**config.mk**
```make
export PLATFORM = sky130hd
export DESIGN_NAME = sprite_rom_reader
export DESIGN_NICKNAME = d
export VERILOG_FILES = /design/src/rtl/sprite_rom_reader_pkg.sv /design/src/rtl/sprite_box_test.sv /design/src/rtl/sprite_rom_reader.sv
export SDC_FILE = /design/constraint.sdc
export NUM_CORES = 1
export LEC_CHECK = 0
export CORE_MARGIN = 2
export CORE_UTILIZATION = 54
export DETAILED_ROUTE_END_ITERATION = 10
export PLACE_DENSITY = 0.85
export SYNTH_ARGS = -nofsm -noshare
export SYNTH_HDL_FRONTEND = slang
export SYNTH_SLANG_ARGS = --single-unit
```
**constraint.sdc**
```tcl
create_clock -name clock -period 6.7 [get_ports clock]
set_input_delay 1.34 -clock clock [delete_from_list [all_inputs] [get_ports clock]]
set_output_delay 1.34 -clock clock [all_outputs]
set_load 0.01 [all_outputs]
```
**src/rtl/sprite_rom_reader_pkg.sv**
```systemverilog
`default_nettype none
// ============================================================================
// Module      : sprite_rom_reader_pkg
// Description : Shared constants and types for the sprite ROM reader.
//               Holds the default sprite geometry, the {r,g,b} 12-bit colour
//               field layout and the pixel pipeline depth. Other overlays use
//               the depth to stay aligned with this block.
// Revision    : 1.0 - initial release
// ============================================================================
package sprite_rom_reader_pkg;

  localparam int c_SPRITE_W_DEF = 20;
  localparam int c_SPRITE_H_DEF = 18;

  // Input sample to output register, in clocks.
  localparam int c_PIPE_DEPTH = 4;

  // {r,g,b} 4-bit field positions inside a 12-bit colour.
  localparam int c_RGB_R_HI = 11;
  localparam int c_RGB_R_LO = 8;
  localparam int c_RGB_G_HI = 7;
  localparam int c_RGB_G_LO = 4;
  localparam int c_RGB_B_HI = 3;
  localparam int c_RGB_B_LO = 0;

  // Bit positions inside the {de, hsync, vsync} control bundle.
  localparam int c_CTL_DE = 2;
  localparam int c_CTL_HS = 1;
  localparam int c_CTL_VS = 0;

  typedef struct packed {
    logic [3:0] r;
    logic [3:0] g;
    logic [3:0] b;
  } rgb12_t;

  // Only the low nibble of each ROM byte carries colour.
  function automatic rgb12_t rgb12_from_rom(input logic [3:0] r,
                                            input logic [3:0] g,
                                            input logic [3:0] b);
    logic [11:0] w_pix;
    w_pix                        = '0;
    w_pix[c_RGB_R_HI:c_RGB_R_LO] = r;
    w_pix[c_RGB_G_HI:c_RGB_G_LO] = g;
    w_pix[c_RGB_B_HI:c_RGB_B_LO] = b;
    return rgb12_t'(w_pix);
  endfunction

endpackage
`default_nettype wire

```
**src/rtl/sprite_box_test.sv**
```systemverilog
`default_nettype none
// ============================================================================
// Module      : sprite_box_test
// Description : Combinational sprite bounding-box test. Reports whether a
//               displayed pixel lies inside a (possibly magnified) sprite box
//               and gives the texel row/column it maps to.
//   de_i, en_i          : display enable, sprite visibility
//   pix_x_i, pix_y_i    : current pixel position
//   pos_x_i, pos_y_i    : sprite top-left corner in screen pixels
//   in_box_o            : pixel hits the sprite box
//   row_o, col_o        : texel coordinates (0 when outside the box)
// Revision    : 1.0 - initial release
// ============================================================================
module sprite_box_test #(
  parameter int SPRITE_W   = 20,
  parameter int SPRITE_H   = 18,
  parameter int SCALE_LOG2 = 0,
  parameter int ROW_W      = 5,
  parameter int COL_W      = 5
) (
  input  logic             de_i,
  input  logic             en_i,
  input  logic [9:0]       pix_x_i,
  input  logic [9:0]       pix_y_i,
  input  logic [9:0]       pos_x_i,
  input  logic [9:0]       pos_y_i,
  output logic             in_box_o,
  output logic [ROW_W-1:0] row_o,
  output logic [COL_W-1:0] col_o
);

  localparam logic [10:0] c_BOX_W = 11'(SPRITE_W << SCALE_LOG2);
  localparam logic [10:0] c_BOX_H = 11'(SPRITE_H << SCALE_LOG2);

  logic [10:0] w_x_end;
  logic [10:0] w_y_end;
  logic [9:0]  w_dx;
  logic [9:0]  w_dy;
  logic        w_in_x;
  logic        w_in_y;

  always_comb begin
    // 11-bit end coordinates: a box hanging off the right/bottom edge is
    // clipped instead of wrapping back to column/row 0.
    w_x_end  = {1'b0, pos_x_i} + c_BOX_W;
    w_y_end  = {1'b0, pos_y_i} + c_BOX_H;
    w_in_x   = (pix_x_i >= pos_x_i) && ({1'b0, pix_x_i} < w_x_end);
    w_in_y   = (pix_y_i >= pos_y_i) && ({1'b0, pix_y_i} < w_y_end);
    w_dx     = pix_x_i - pos_x_i;
    w_dy     = pix_y_i - pos_y_i;
    in_box_o = de_i & en_i & w_in_x & w_in_y;
    // Inside the box the shifted offsets always fit the texel widths.
    col_o    = in_box_o ? COL_W'(w_dx >> SCALE_LOG2) : '0;
    row_o    = in_box_o ? ROW_W'(w_dy >> SCALE_LOG2) : '0;
  end

endmodule
`default_nettype wire

```
**src/rtl/sprite_rom_reader.sv**
```systemverilog
`default_nettype none
// ============================================================================
// Module      : sprite_rom_reader
// Description : Raster-side sprite reader. Tests each pixel against a
//               frame-latched sprite box and addresses the shared r/g/b
//               sprite ROMs, which have a 1-cycle registered read. It then
//               composites the texel over the background with colour-key
//               transparency. Syncs and display enable are delayed to match.
//   clock, reset_n              : pixel clock, async active-low reset
//   frame_start                 : latches sprite_x/y/en for the new frame
//   de_in, hsync_in, vsync_in   : timing generator controls
//   pixel_x, pixel_y, bg_rgb    : current pixel and its background colour
//   sprite_x, sprite_y, sprite_en : requested sprite placement
//   rom_address                 : shared ROM address (registered)
//   rom_r, rom_g, rom_b         : ROM read data (low nibble used)
//   de_out, hsync_out, vsync_out: controls delayed by the pipeline depth
//   rgb_out, sprite_hit         : composited colour, opaque texel flag
// Revision    : 1.0 - initial release
// ============================================================================
module sprite_rom_reader
  import sprite_rom_reader_pkg::*;
#(
  parameter int          SPRITE_W   = c_SPRITE_W_DEF,
  parameter int          SPRITE_H   = c_SPRITE_H_DEF,
  parameter int          SCALE_LOG2 = 0,
  parameter logic [11:0] KEY_RGB    = 12'hFFF,
  parameter int          ADDR_W     = 9
) (
  input  logic              clock,
  input  logic              reset_n,
  input  logic              frame_start,
  input  logic              de_in,
  input  logic              hsync_in,
  input  logic              vsync_in,
  input  logic [9:0]        pixel_x,
  input  logic [9:0]        pixel_y,
  input  logic [11:0]       bg_rgb,
  input  logic [9:0]        sprite_x,
  input  logic [9:0]        sprite_y,
  input  logic              sprite_en,
  output logic [ADDR_W-1:0] rom_address,
  input  logic [7:0]        rom_r,
  input  logic [7:0]        rom_g,
  input  logic [7:0]        rom_b,
  output logic              de_out,
  output logic              hsync_out,
  output logic              vsync_out,
  output logic [11:0]       rgb_out,
  output logic              sprite_hit
);

  localparam int ROW_W = $clog2(SPRITE_H);
  localparam int COL_W = $clog2(SPRITE_W);

  // Active sprite position: the _d value is what the current pixel sees, so
  // a pixel coincident with frame_start already uses the new placement.
  logic [9:0] x_act_q, x_act_d;
  logic [9:0] y_act_q, y_act_d;
  logic       en_act_q, en_act_d;

  always_comb begin
    x_act_d  = x_act_q;
    y_act_d  = y_act_q;
    en_act_d = en_act_q;
    if (frame_start) begin
      x_act_d  = sprite_x;
      y_act_d  = sprite_y;
      en_act_d = sprite_en;
    end
  end

  logic             box_hit_d;
  logic [ROW_W-1:0] box_row_d;
  logic [COL_W-1:0] box_col_d;

  sprite_box_test #(
    .SPRITE_W   (SPRITE_W),
    .SPRITE_H   (SPRITE_H),
    .SCALE_LOG2 (SCALE_LOG2),
    .ROW_W      (ROW_W),
    .COL_W      (COL_W)
  ) u_box_test (
    .de_i     (de_in),
    .en_i     (en_act_d),
    .pix_x_i  (pixel_x),
    .pix_y_i  (pixel_y),
    .pos_x_i  (x_act_d),
    .pos_y_i  (y_act_d),
    .in_box_o (box_hit_d),
    .row_o    (box_row_d),
    .col_o    (box_col_d)
  );

  // Stage registers. The {de,hsync,vsync} bundle rides a shift line whose
  // last tap is the output; the tap before it qualifies the final colour.
  logic             in_box_s1_q, in_box_s2_q, in_box_s3_q;
  logic [ROW_W-1:0] row_s1_q;
  logic [COL_W-1:0] col_s1_q;
  logic [11:0]      bg_s1_q, bg_s2_q, bg_s3_q;
  logic [ADDR_W-1:0] rom_address_q, rom_address_d;
  logic [2:0]       ctl_q [c_PIPE_DEPTH];
  logic [11:0]      rgb_q, rgb_d;
  logic             hit_q, hit_d;
  rgb12_t           tex_d;
  logic             de_s3;

  // High ROM nibbles are not colour data.
  logic w_unused_rom_hi;
  assign w_unused_rom_hi = &{rom_r[7:4], rom_g[7:4], rom_b[7:4]};

  always_comb begin
    rom_address_d = in_box_s1_q
                  ? ADDR_W'(int'(row_s1_q) * SPRITE_W + int'(col_s1_q))
                  : '0;
    de_s3  = ctl_q[c_PIPE_DEPTH-2][c_CTL_DE];
    tex_d  = rgb12_from_rom(rom_r[3:0], rom_g[3:0], rom_b[3:0]);
    hit_d  = in_box_s3_q && (tex_d != KEY_RGB);
    rgb_d  = !de_s3 ? 12'h000 : (hit_d ? 12'(tex_d) : bg_s3_q);
  end

  always_ff @(posedge clock or negedge reset_n) begin
    if (!reset_n) begin
      x_act_q       <= '0;
      y_act_q       <= '0;
      en_act_q      <= 1'b0;
      in_box_s1_q   <= 1'b0;
      in_box_s2_q   <= 1'b0;
      in_box_s3_q   <= 1'b0;
      row_s1_q      <= '0;
      col_s1_q      <= '0;
      bg_s1_q       <= '0;
      bg_s2_q       <= '0;
      bg_s3_q       <= '0;
      rom_address_q <= '0;
      rgb_q         <= '0;
      hit_q         <= 1'b0;
      for (int i = 0; i < c_PIPE_DEPTH; i++) ctl_q[i] <= '0;
    end else begin
      x_act_q       <= x_act_d;
      y_act_q       <= y_act_d;
      en_act_q      <= en_act_d;
      in_box_s1_q   <= box_hit_d;
      row_s1_q      <= box_row_d;
      col_s1_q      <= box_col_d;
      bg_s1_q       <= bg_rgb;
      in_box_s2_q   <= in_box_s1_q;
      bg_s2_q       <= bg_s1_q;
      rom_address_q <= rom_address_d;
      // ROM captures rom_address_q on this edge; carry the sidebands with it.
      in_box_s3_q   <= in_box_s2_q;
      bg_s3_q       <= bg_s2_q;
      rgb_q         <= rgb_d;
      hit_q         <= hit_d;
      ctl_q[0]      <= {de_in, hsync_in, vsync_in};
      for (int i = 1; i < c_PIPE_DEPTH; i++) ctl_q[i] <= ctl_q[i-1];
    end
  end

  assign rom_address = rom_address_q;
  assign rgb_out     = rgb_q;
  assign sprite_hit  = hit_q;
  assign de_out      = ctl_q[c_PIPE_DEPTH-1][c_CTL_DE];
  assign hsync_out   = ctl_q[c_PIPE_DEPTH-1][c_CTL_HS];
  assign vsync_out   = ctl_q[c_PIPE_DEPTH-1][c_CTL_VS];

endmodule
`default_nettype wire

```
==> qor.csv, run 1 <==
stage,metric,value,unit
final_layout,antenna-diode-count,0,
floorplan,design.core.area,8720,sq um
final_layout,mostFrequentLayoutCell,sky130_fd_sc_hd__dfrtp_1,
global_route,antenna_found_initial,0,
cts,tritoncts_clock_tree,done,
cts,cts-root-to-sink-buffers,2,
timing,worst-slew-pin-transition,1.23,ns
final_layout,commonest_cells_after_routing_fill_and_taps_aside,"sky130_fd_sc_hd__dfrtp_1, sky130_fd_sc_hd__clkdlybuf4s50_1, sky130_fd_sc_hd__ha_1, sky130_fd_sc_hd__inv_1, sky130_fd_sc_hd__mux2i_1",
placed_design,dp.final_hpwl,6880,um
logic_synthesis,synthesis.yosys.warnings,0,
cts,cts_root_buffer,sky130_fd_sc_hd__clkbuf_8,
timing,fmax,205,MHz
routing,dr_wl_met3,463,um
critical_path,setup.worst_path.class,input port to flip-flop,
worst_hold_path,hold_start,bg_s2_q[0],
flow_run,max_cap_violations,0,
floorplan,top_level_ports,108,
routing,initialDrtViolationCount,84,
timing,timing.setup.tns,0,ns
routing,dr_total_vias,3142,
pwr,power_density,218,nW/um^2
cts,skew_pair_late_insertion_delay,0.37,ns
routing,tritonroute_pass_1_iters,4,
routing,total_length_of_routed_met2_wires,4370,um
routing,vias_per_cell,5.34,
global_route,grt_use_total,0.187,
worst_hold_path,worstHoldPathCells,0,
cts,cts-buffers-inserted,9,
placed_design,place.gp.congestion,0.855,
routing,maxUsedRoutingLayer,met4,
logic_synthesis,synth_seq_area_share,0.536,
pwr,max-vdd-ir-drop,107,uV
final_layout,drive_gt1_frac,0.0833,
logic_synthesis,dominantRegCellSynth,sky130_fd_sc_hd__dfrtp_1,
logic_synthesis,ys_types,47,
critical_path,worstRegToRegCells,12,
cts,cts_hold_buf,0,
global_route,grt_first_pass_wirelength,14500,um
critical_path,required_time_of_the_critical_path,6.94,ns
worst_hold_path,min_path_type,flip-flop to flip-flop,
routing,ant_nets,0,
logic_synthesis,ys_seq_elements,104,
timing,hold-worst-slack,0.348,ns
critical_path,critical_path.max_fanout,21,
final_layout,p_r_area_growth_vs_syn,26.1,%
cts,cts_resized,0,
logic_synthesis,avgSynthCellArea,12.9,sq um
worst_hold_path,hold_path_sink,bg_s3_q[0],
critical_path,setup.worst_path.end_class,flip-flop,
critical_path,endpoint_of_the_most_critical_register_to_register_path,row_s1_q[4],
global_route,grt_max_degree,90,
placed_design,io_buffers,95,
logic_synthesis,number_of_flops_mapped_to_enable_cells_by_yosys,0,
cts,htree_levels,3,
logic_synthesis,async_reset_ff_frac,1.00,
timing,timing.final.setup_violations,0,
timing,final_max_slew_violation_count,0,
floorplan,initial_utilization,0.556,
timing,skew,0.0130,ns
critical_path,ff2ff_setup_slack,3.41,ns
global_route,grt_pass1_vias,3145,
routing,detail_route.wirelength,8770,um
final_layout,finalNetCount,610,
status,status,"complete, no violations",
cts,postCtsSetupBuffers,0,
timing,fin_crit_sh,0.727,
logic_synthesis,netlist_area,4850,sq um
cts,cts_num_sinks,104,
routing,route.detailed.wl_per_inst,14.9,um
critical_path,worst-endpoint-arrival,5.11,ns
critical_path,setup.worst_path.start_class,input port,
routing,met1_length,3890,um
floorplan,die_width,98.8,um
global_route,overflow,0,
critical_path,reg2reg_from,x_act_q[2],
floorplan,die_height,98.8,um
logic_synthesis,mapped_nets,510,
timing,relSlewSlack,0.175,
timing,rsz0062_at_grt,false,
critical_path,crit_path_start,frame_start,
cts,clk_pin_slew,0.11,ns
floorplan,design.die.area,9760,sq um
timing,final.min_clock_period,4.87,ns
logic_synthesis,postSynthCellCount,375,
timing,report.final.hold_viol_count,0,
floorplan,num_rows,34,
pwr,power.static_leakage,2.89,nW
routing,drc,0,
==> power breakdown <==
part           internal, W  total (W)  switching [W]  leakage, nW
logic             0.000132   0.000274       0.000143         1.51
clock network     0.000155   0.000392       0.000237        0.108
registers         0.000659   0.000670      0.0000102         1.28
total             0.000945    0.00134       0.000390         2.89
==> synth_stat cells (4+ instances only) <==
library cell / instances / area (sq um)
sky130_fd_sc_hd__a21oi_1: 14 / 70.1
sky130_fd_sc_hd__mux2i_1: 26 / 260
sky130_fd_sc_hd__nand4_1: 7 / 43.8
sky130_fd_sc_hd__a21o_1: 7 / 52.6
sky130_fd_sc_hd__fa_1: 4 / 80.1
sky130_fd_sc_hd__nor2_1: 4 / 15.0
sky130_fd_sc_hd__inv_1: 27 / 101
sky130_fd_sc_hd__and2_1: 8 / 50.1
sky130_fd_sc_hd__dfrtp_1: 104 / 2600
sky130_fd_sc_hd__mux2_2: 4 / 45.0
sky130_fd_sc_hd__ha_1: 48 / 601
sky130_fd_sc_hd__nor4_2: 9 / 113
sky130_fd_sc_hd__xnor2_1: 19 / 166
sky130_fd_sc_hd__o21a_1: 5 / 37.5
sky130_fd_sc_hd__o211ai_1: 6 / 45.0
sky130_fd_sc_hd__o21ai_0: 13 / 65.1
sky130_fd_sc_hd__nor2b_1: 16 / 100
sky130_fd_sc_hd__nand3_1: 4 / 20.0
==> registers in the layout (all words and copies together) (netlist names), 9 cells and up <==
signal and flops:
bg_s1_q 12, bg_s2_q 12, bg_s3_q 12, rgb_out 12, x_act_q 10, y_act_q 10, ctl_q 9, rom_address 9
==> layer usage <==
| layer | vias up | GRT usage |
|---|---|---|
| li1 | 1526 | - |
| met1 | 1515 | 0.241 |
| met2 | 97 | 0.319 |
| met3 | 4 | 0.0504 |
| met4 | 0 | 0.0400 |
| met5 | - | 0 |
==> layout make-up <==
class                      count  area [sq um]
timing repair buffer          99           978
clock buffer                   9           124
multi-input combinational    234          2080
tap                          108           135
clock inverter                 7          93.8
inverter                      27           101
fill                         637          2600
sequential                   104          2600
==> worst max-delay path, cell delays in order <==
cell and delay [ns]:
sky130_fd_sc_hd__clkdlybuf4s50_1 0.68, sky130_fd_sc_hd__buf_4 0.40, sky130_fd_sc_hd__mux2i_2 0.44, sky130_fd_sc_hd__inv_1 0.14
sky130_fd_sc_hd__ha_1 0.26, sky130_fd_sc_hd__a21oi_1 0.25, sky130_fd_sc_hd__or3_1 0.19, sky130_fd_sc_hd__nor3_1 0.06
sky130_fd_sc_hd__xnor2_1 0.15, sky130_fd_sc_hd__ha_1 0.30, sky130_fd_sc_hd__and3_1 0.19, sky130_fd_sc_hd__o31ai_1 0.07
sky130_fd_sc_hd__a32oi_1 0.09, sky130_fd_sc_hd__buf_4 0.21, sky130_fd_sc_hd__nor4_1 0.34
==> worst max-delay path by stage <==
stage / cells after the start / slack [ns] / to
2_1_floorplan: 16 / 2.42 / col_s1_q[0]
5_1_grt: 15 / 1.59 / row_s1_q[4]
6_report: 15 / 1.83 / row_s1_q[4]
4_1_cts: 15 / 1.84 / row_s1_q[4]
3_5_place_dp: 15 / 1.45 / row_s1_q[4]
3_3_place_gp: 15 / 1.53 / row_s1_q[4]
==> through the flow <==
step | power, W | util | setup slack (ns) | instances | cell area [sq um]
6_report | 0.00134 | 0.701 | 1.83 | 588 | 6120
5_1_grt | 0.00141 | 0.701 | 1.59 | 588 | 6120
2_1_floorplan | 0.000852 | - | 2.42 | 375 | 4850
4_1_cts | 0.00135 | 0.701 | 1.84 | 588 | 6120
3_5_place_dp | 0.000956 | 0.676 | 1.45 | 572 | 5900
3_3_place_gp | 0.000945 | 0.676 | 1.53 | 572 | 5900
==> cells by family after synthesis <==
group / share of synthesized area
AND/OR/NAND/NOR: 0.0962
AO/OA/AOI/OAI: 0.0861
multiplexers: 0.0658
buffers and inverters: 0.0353
adder cells (fa/ha/maj): 0.140
flip-flops: 0.536
XOR/XNOR: 0.0397
Power figures use the tool's default switching activity.
==> inputs of run 2 (changes only) <==
Settings changed: CORE_UTILIZATION 54 to 51, PLACE_DENSITY 0.85 to 0.81.
Clock period 6.7 ns to 4.95 ns, I/O delays scaled along.
==> qor.csv, run 2 (synthesized netlist as in run 1, its figures left out) <==
stage,metric,value,unit,change
cts,cts-buffers-inserted,9,,unchanged
floorplan,die_height,102,um,+2.8%
cts,cts_resized,0,,unchanged
placed_design,place.gp.congestion,0.892,,+4.3%
flow_run,max_cap_violations,0,,unchanged
placed_design,placed_cells_incl_taps,596,,+4.2%
routing,ant_nets,0,,unchanged
floorplan,top_level_ports,108,,unchanged
floorplan,design.die.area,10300,sq um,+5.6%
timing,rsz0062_at_grt,false,,
routing,vias_per_cell,5.20,,-2.7%
global_route,grt_pass1_vias,3244,,+3.1%
timing,finalWorstSetupSlack,0.577,ns,-1.25 ns
critical_path,critical_path.top_delay_family,compound AO/OA/AOI/OAI gates,,
routing,detail_route.wirelength,9390,um,+7.1%
final_layout,commonest_cells_after_routing_fill_and_taps_aside,"sky130_fd_sc_hd__dfrtp_1, sky130_fd_sc_hd__clkdlybuf4s50_1, sky130_fd_sc_hd__ha_1, sky130_fd_sc_hd__inv_1, sky130_fd_sc_hd__mux2i_1",,
critical_path,critical_path.max_fanout,11,,-48%
final_layout,fill_cells,709,,+11%
timing,fin_crit_sh,0.883,,
timing,worst-slew-pin-transition,0.782,ns,-0.446 ns
final_layout,p_r_area_growth_vs_syn,27.0,%,
final_layout,stdcell_count,612,,+4.1%
placed_design,dp.final_hpwl,7150,um,+3.9%
timing,skew,0.0181,ns,+0.00514 ns
global_route,grt_use_total,0.189,,+0.00212
critical_path,reg2reg_from,x_act_q[3],,
timing,relSlewSlack,0.478,,+0.303
routing,route.detailed.wl_per_inst,15.3,um,+2.9%
critical_path,setup.worst_path.end_class,flip-flop,,
critical_path,setup.worst_path.class,input port to flip-flop,,
status,status,"complete, no violations",,
pwr,totalPowerFinal,0.00181,W,+36%
global_route,overflow,0,,unchanged
timing,final_max_slew_violation_count,0,,unchanged
final_layout,mostFrequentLayoutCell,sky130_fd_sc_hd__dfrtp_1,,
global_route,antenna_found_initial,0,,unchanged
critical_path,ff2ff_setup_slack,1.64,ns,-1.77 ns
routing,drc,0,,unchanged
routing,tritonroute_pass_1_iters,4,,unchanged
routing,initialDrtViolationCount,126,,+50%
worst_hold_path,hold_path_sink,bg_s2_q[9],,
critical_path,setup.worst_path.start_class,input port,,
placed_design,io_buffers,95,,unchanged
pwr,comb_power_share,0.209,,+0.004
timing,fmax,229,MHz,
critical_path,worst-endpoint-arrival,4.64,ns,-0.47 ns
critical_path,worstRegToRegCells,12,,unchanged
pwr,power.sequential.fraction,0.501,,about the same
cts,cts_root_buffer,sky130_fd_sc_hd__clkbuf_8,,
cts,postCtsSetupBuffers,0,,unchanged
pwr,switching_portion_of_total_power,0.297,,+0.00457
pwr,internal_power_summed_over_all_cells,0.00127,W,+35%
pwr,max-vdd-ir-drop,200,uV,+86%
final_layout,finalNetCount,613,,+0.49%
critical_path,worstPathBufferInverterCount,2,,-2
floorplan,die_width,102,um,+2.8%
pwr,power_density,294,nW/um^2,+35%
worst_hold_path,hold_start,bg_s1_q[9],,
critical_path,worstPathCellList,"clkdlybuf4s50_1, mux2i_1, inv_1, ha_1, o211ai_1, o21ai_1, xnor2_1, ha_1, and3_1, a221oi_1, a21oi_1, o32a_1, nor4_1",,
routing,dr_total_vias,3182,,+1.3%
critical_path,max_stage_delay,0.71,ns,+0.03 ns
worst_hold_path,min_path_type,flip-flop to flip-flop,,
final_layout,drive_gt1_frac,0.0890,,+0.00569
floorplan,num_rows,35,,+2.9%
pwr,power.static_leakage,2.90,nW,+0.25%
cts,cts_hold_buf,0,,unchanged
critical_path,cell_with_the_most_instances_on_the_worst_path,sky130_fd_sc_hd__ha_1,,
cts,cts_num_sinks,104,,unchanged
pwr,switchingPower,0.000537,W,+38%
critical_path,endpoint_of_the_most_critical_register_to_register_path,row_s1_q[4],,
timing,final.min_clock_period,4.37,ns,
floorplan,design.core.area,9240,sq um,+6.0%
cts,cts-root-to-sink-buffers,2,,unchanged
timing,hold-worst-slack,0.348,ns,+0.000477 ns
cts,skew_pair_late_insertion_delay,0.38,ns,about the same
cts,tritoncts_clock_tree,done,,
critical_path,cp_slowest_cell,sky130_fd_sc_hd__clkdlybuf4s50_1,,
pwr,power.clock.fraction,0.291,,-0.002
final_layout,antenna-diode-count,0,,unchanged
cts,clk_pin_slew,0.11,ns,about the same
timing,timing.final.setup_violations,0,,unchanged
placed_design,preCtsSetupSlack,0.196,ns,-1.25 ns
timing,timing.setup.tns,0,ns,unchanged
worst_hold_path,worstHoldPathCells,0,,unchanged
global_route,grt_max_degree,64,,-29%
timing,report.final.hold_viol_count,0,,unchanged
floorplan,initial_utilization,0.525,,-0.0313
critical_path,required_time_of_the_critical_path,5.22,ns,-1.72 ns
cts,htree_levels,3,,unchanged
global_route,grt_first_pass_wirelength,15000,um,+3.1%
## run 2: layout make-up
class	count	area, sq um	area share
Sequential cell	104	2600	0.422
Timing Repair Buffer	102	1000	0.162
Tap cell	129	161	0.0262
Clock buffer	9	124	0.0201
Inverter	27	101	0.0164
Clock inverter	7	90.1	0.0146
Multi-Input combinational cell	234	2080	0.338
## run 2: worst max path at each step
stage                  endpoint  cells after the start         from
finish              row_s1_q[4]                     13  frame_start
global route        row_s1_q[4]                     13  frame_start
CTS                 row_s1_q[4]                     13  frame_start
detailed placement  row_s1_q[4]                     13  frame_start
global placement    row_s1_q[4]                     13  frame_start
floorplan           col_s1_q[0]                     16  frame_start
## run 2: through the flow
step	utilization	cell area (sq um)
CTS	0.667	6160
detailed placement	0.644	5950
global route	0.667	6160
finish	0.667	6160
floorplan	-	4850
global placement	0.644	5950
## run 2: metal layers
metal  vias to the layer above  GRT usage  wire length [um]  part of all wire
li1                       1534          -                 -                 -
met1                      1543      0.242              4130              0.44
met2                        96      0.322              4670              0.50
met3                         9     0.0483               495             0.053
met4                         0     0.0468                91            0.0097
met5                         -          0                 0                 0
## run 2: worst reg2reg max path, cell delays in order (launching register included)
cell and delay [ns]:
sky130_fd_sc_hd__dfrtp_1 0.39, sky130_fd_sc_hd__mux2i_1 0.28, sky130_fd_sc_hd__inv_1 0.11, sky130_fd_sc_hd__ha_1 0.24
sky130_fd_sc_hd__o211ai_1 0.19, sky130_fd_sc_hd__o21ai_1 0.14, sky130_fd_sc_hd__xnor2_1 0.16, sky130_fd_sc_hd__ha_1 0.29
sky130_fd_sc_hd__and3_1 0.17, sky130_fd_sc_hd__a221oi_1 0.28, sky130_fd_sc_hd__a21oi_1 0.10, sky130_fd_sc_hd__o32a_1 0.53
sky130_fd_sc_hd__nor4_1 0.34
## run 2: power by group through the flow
stage / Sequential, W / Combinational (W) / Clock [W]
5_1_grt: 0.000911 / 0.000423 / 0.000577
2_1_floorplan: 0.000923 / 0.000230 / 0
4_1_cts: 0.000907 / 0.000381 / 0.000541
3_3_place_gp: 0.000922 / 0.000362 / 0
6_report: 0.000907 / 0.000378 / 0.000526
3_5_place_dp: 0.000924 / 0.000375 / 0
==> inputs of run 3 (changes only) <==
Settings changed: ABC_CLOCK_PERIOD_IN_PS from default to 4950.
==> results of run 3 <==
Same layout as run 2: the final DEF is identical, and so are final timing and power.
